File: src/rtl/rr_burst_arbiter_pkg.sv
// Shared types for the round-robin burst arbiter.
package rr_burst_arbiter_pkg;

  // Burst sequencer states.
  typedef enum logic {
    ST_IDLE = 1'b0,
    ST_XFER = 1'b1
  } state_e;

endpackage

File: src/rtl/rr_burst_arbiter_arb.sv
// Combinational one-hot round-robin priority arbiter.
// Winner is the first set req bit at or above the one-hot base, wrapping.
module rr_burst_arbiter_arb #(
  parameter int unsigned WIDTH = 4
) (
  input  logic [WIDTH-1:0] req,
  input  logic [WIDTH-1:0] base,
  output logic [WIDTH-1:0] gnt
);

  logic [2*WIDTH-1:0] req_dbl;
  logic [2*WIDTH-1:0] gnt_dbl;

  // Doubled-vector borrow trick: subtracting base clears everything up to
  // and including the first requester at or above base; the wrap half covers
  // requesters below base.
  always_comb begin
    req_dbl = {req, req};
    gnt_dbl = req_dbl & ~(req_dbl - {{WIDTH{1'b0}}, base});
    gnt     = gnt_dbl[WIDTH-1:0] | gnt_dbl[2*WIDTH-1:WIDTH];
  end

endmodule

File: src/rtl/rr_burst_arbiter.sv
// Registered burst-level round-robin stream multiplexer.
// A grant is held for a whole burst; priority rotates past the winner on release.
module rr_burst_arbiter
  import rr_burst_arbiter_pkg::*;
#(
  parameter int unsigned WIDTH      = 4,
  parameter int unsigned DATA_WIDTH = 32,
  parameter int unsigned MAX_BURST  = 16
) (
  input  logic                        CLK,
  input  logic                        RST,
  input  logic [WIDTH-1:0]            REQ,
  input  logic [WIDTH-1:0]            VALID,
  input  logic [WIDTH*DATA_WIDTH-1:0] DATA,
  input  logic [WIDTH-1:0]            LAST,
  output logic [WIDTH-1:0]            ACK,
  output logic [WIDTH-1:0]            GRANT,
  output logic                        OUT_VALID,
  output logic [DATA_WIDTH-1:0]       OUT_DATA,
  output logic                        OUT_LAST,
  input  logic                        OUT_READY,
  output logic                        BUSY
);

  localparam int unsigned CNT_W = (MAX_BURST == 0) ? 1 : $clog2(MAX_BURST + 1);

  state_e             state_q, state_d;
  logic [WIDTH-1:0]   grant_q, grant_d;
  logic [WIDTH-1:0]   base_q, base_d;
  logic [CNT_W-1:0]   count_q, count_d;
  logic [WIDTH-1:0]   arb_gnt;
  logic [WIDTH-1:0]   base_rot;
  logic               granted_last;
  logic               forced_last;
  logic               xfer;
  logic               withdraw;

  rr_burst_arbiter_arb #(.WIDTH(WIDTH)) u_arb (
    .req  (REQ),
    .base (base_q),
    .gnt  (arb_gnt)
  );

  // Next base: current grant rotated left by one, top bit wrapping to bit 0.
  always_comb begin
    base_rot = '0;
    for (int unsigned i = 0; i < WIDTH; i++) begin
      base_rot[(i + 1) % WIDTH] = grant_q[i];
    end
  end

  // AND-OR output mux over the one-hot grant; all zero when idle.
  always_comb begin
    OUT_DATA     = '0;
    OUT_VALID    = |(VALID & grant_q);
    granted_last = |(LAST & grant_q);
    withdraw     = ~|(REQ & grant_q) & ~OUT_VALID;
    for (int unsigned i = 0; i < WIDTH; i++) begin
      OUT_DATA = OUT_DATA | (DATA[i*DATA_WIDTH +: DATA_WIDTH] & {DATA_WIDTH{grant_q[i]}});
    end
    forced_last = (|grant_q) && (MAX_BURST != 0) && (32'(count_q) == MAX_BURST - 1);
    OUT_LAST    = (|grant_q) & (granted_last | forced_last);
    xfer        = OUT_VALID & OUT_READY;
    ACK         = xfer ? grant_q : '0;
    GRANT       = grant_q;
    BUSY        = |grant_q;
  end

  // Burst sequencer next-state: arbitrate in IDLE, count and release in XFER.
  always_comb begin
    state_d = state_q;
    grant_d = grant_q;
    base_d  = base_q;
    count_d = count_q;
    case (state_q)
      ST_IDLE: begin
        if (|REQ) begin
          grant_d = arb_gnt;
          count_d = '0;
          state_d = ST_XFER;
        end
      end
      ST_XFER: begin
        if (xfer) begin
          count_d = count_q + CNT_W'(1);
        end
        if ((xfer && OUT_LAST) || withdraw) begin
          state_d = ST_IDLE;
          grant_d = '0;
          base_d  = base_rot;
          count_d = '0;
        end
      end
      default: begin
        state_d = ST_IDLE;
        grant_d = '0;
      end
    endcase
  end

  // State registers with synchronous reset; requester 0 has first priority.
  always_ff @(posedge CLK) begin
    if (RST) begin
      state_q <= ST_IDLE;
      grant_q <= '0;
      base_q  <= WIDTH'(1);
      count_q <= '0;
    end else begin
      state_q <= state_d;
      grant_q <= grant_d;
      base_q  <= base_d;
      count_q <= count_d;
    end
  end

endmodule

File: config.mk
export PLATFORM = sky130hd
export DESIGN_NAME = rr_burst_arbiter
export DESIGN_NICKNAME = d
export VERILOG_FILES = /design/src/rtl/rr_burst_arbiter_pkg.sv /design/src/rtl/rr_burst_arbiter_arb.sv /design/src/rtl/rr_burst_arbiter.sv
export SDC_FILE = /design/constraint.sdc
export NUM_CORES = 1
export LEC_CHECK = 0
export CORE_MARGIN = 4
export CORE_UTILIZATION = 27
export CTS_CLUSTER_DIAMETER = 120
export DETAILED_ROUTE_END_ITERATION = 8
export GPL_TIMING_DRIVEN = 0
export PLACE_DENSITY = 0.86
export SYNTH_ARGS = -nofsm -noshare
export SYNTH_HDL_FRONTEND = slang
export SYNTH_SLANG_ARGS = --single-unit
File: constraint.sdc
create_clock -name CLK -period 2.3 [get_ports CLK]
set_input_delay 0.345 -clock CLK [delete_from_list [all_inputs] [get_ports CLK]]
set_output_delay 0.345 -clock CLK [all_outputs]
set_load 0.02 [all_outputs]
==> out/qor.txt <==
DRC - 0
Post-synth EDFFs - 0
Max VDD drop - 354 µV
met1 capacity usage during global routing - 0.282
Die Width - 84.6 µm
Area contributors post-synth - a22oi_1 32%, dfxtp_1 18%, nand2_1 9.0%
#FFs+latches synth - 14
cell accounting for the most synthesized area - a22oi_1
Seq/Total Area, Yosys - 0.177
CP Class - register to primary output
layout net count - 565
gr ovfl total - 0
Worst Hold Class - register to register
initial antenna violation count - 0
hold_ws - 470 ps
grt met3 use - 0.0510
Synth cell types - 38
clock buffer depth - 2
DRT iter0 DRCs - 135
CTS sink cnt - 14
CP Cell Sequence - buf_2 > buf_2 > a22oi_1 > nand2_1 > clkdlybuf4s50_1
area growth from synthesis to layout - 127%
FF/Latch Area - 280 µm²
Slew @ Worst Pin - 468 ps
largest net degree at the start of global routing - 11
RD Place Congestion - 0.909
Cell Area, Synth - 0.00159 mm²
unrepaired setup endpoints after global routing - yes
TritonCTS Buffers - 3
vias in the first global route - 2701
total of max-cap violations - 0
WL/cell - 18.6 µm
cell family contributing the most delay on the critical path - buffers and inverters
Synth Flop Type - dfxtp_1
fill cell count - 507
placed cell count - 483
Crit. End Element - primary output
Port Buffers - 184
setup bufs post-CTS - 0
Final Hold Viols - 0
CP Data Required Time - 1960 ps
fin crit period - 2250 ps
# IOs - 186
DP HPWL - 7.34 mm
Startpoint Class - register
CTS tree - built
placed cell areas - 0.00352 mm²
post-DR vias/cell - 5.42
Layout Utilization - 0.641
die area - 0.00716 mm²
cts hold-fix bufs - 0
maximum clock frequency - 445 MHz
final setup vio count - 0
Max Clock Skew - 2.90 ps
FP Rows - 27
H-tree depth - 1
Pwr per Cell Area - 422 mW/mm²
Synth top area share - 0.322
WL final - 9.04 mm
post-CTS sizing - 18
Worst path slowest cell - clkdlybuf4s50_1
worst stage delay on the critical path - 630 ps
GRT met2 Usage - 0.421
Initial Util - 0.283
post-route cell area - 0.00359 mm²
Via Count - 2639
Routed Antenna Nets - 0
Top cell by count, worst path - buf_2
CP max FO - 10
Tot Pwr - 0.00152 W
Max Slew Vio Count - 0
crit share post-route - 0.977
most congested layer reported by global routing - met2
post-synthesis cell count - 227
chip height - 84.6 µm
Slew headroom - 0.680
core box area - 0.00561 mm²
CP bufs+invs - 3
# diodes - 0
Non-Filler Instances - 487
Syn Nets - 376
global-route wire length before repair - 14.1 mm
DR pass1 iterations - 5
outcome - complete, no violations
Crit path arrival time - 1900 ps
Ys Warns - 0
area of the multi-input gates - 0.00118 mm²
Worst-path clk slew - 60 ps
share of cells above drive strength 1 - 0.0602
latest clock arrival within the worst-skew pair - 250 ps
Async SR Flop Fraction - 0
GRT Overall Usage - 0.236
Avg Inst Size Synth - 6.98 µm²
Root Driver - clkbuf_8
Pleak - 1.44 nW
cells by family (layout without fill, tap and decap cells):
| group | after synthesis | count (layout) | synth area share |
|---|---|---|---|
| compound gates | 104 | 104 | 0.469 |
| simple gates | 72 | 72 | 0.212 |
| buf+inv | 29 | 217 | 0.0797 |
| flops | 14 | 14 | 0.177 |
| fa+ha+maj | 6 | 6 | 0.0521 |
| xor+xnor | 2 | 2 | 0.0111 |
synthesized netlist by cell type (3+ instances only):
library cell  number
dfxtp_1           14
a22oi_1           68
a21oi_1            9
nand3_1            6
ha_1               5
buf_1              6
clkbuf_1           8
inv_1             11
and3_1             4
nand2_1           38
o21ai_0            9
a21o_1             4
nor3_1             3
nor2_1             9
cells in the final DEF, fill, tap and decap left out, types with 2 or more instances in the layout:
cell type and instances:
dfxtp_1 14, nand3b_1 2, nor3_1 3, o21ai_0 9, ha_1 5, a222oi_1 2
nand3_1 6, buf_2 4, a21oi_1 9, nand4_1 2, buf_6 2, clkbuf_4 4
clkbuf_8 4, o211ai_1 2, nor2_1 9, nand2_1 38, clkdlybuf4s50_1 178, nor4_1 2
o2bb2ai_1 2, dlygate4sd2_1 4, a22oi_1 68, clkbuf_2 7, clkbuf_1 2, and3_1 4
inv_1 11, a21o_1 4
final timing paths:
| check | cells past startpoint | slack (ps) | to | from |
|---|---|---|---|---|
| setup / recovery | 5 | 50 | OUT_DATA[30] | GRANT[1] |
| hold / removal | 1 | 470 | count_q[4] | count_q[4] |
| setup reg to reg | 8 | 130 | count_q[1] | count_q[0] |
| hold reg to reg | 1 | 470 | count_q[4] | count_q[4] |
final cells by class:
class / instances / area share
inverters: 11 / 0.0115
plain buffers: 18 / 0.0306
flip-flops and latches: 14 / 0.0780
well taps: 72 / 0.0251
repair buffers: 184 / 0.510
clock buffers: 4 / 0.0153
multi-input cells: 184 / 0.329
metal layers:
layer | share of wire | wire, µm
met5 | 0 | 0
met2 | 0.50 | 4550
met1 | 0.40 | 3580
met3 | 0.073 | 659
met4 | 0.027 | 247
report_power, final:
group	internal (W)	switching (W)	total [W]
sequential	0.000256	0.00000906	0.000265
combinational	0.000528	0.000474	0.00100
clock	0.000152	0.0000962	0.000248
total	0.000936	0.000580	0.00152
flip-flops by register name, summed over array words and instances (netlist names):
name     cells
state_q      1
GRANT        4
base_q       4
count_q      5
stage by stage:
stage / worst slack [ps] / setup TNS [ps]
final: 53.4 / 0
after global routing: -31.1 / -126
after CTS: 1.79 / 0
after detailed placement: -125 / -435
after global placement: -8.59 / -8.59
after floorplan: 348 / 0
Note: power is estimated with default switching activity, not from simulation.
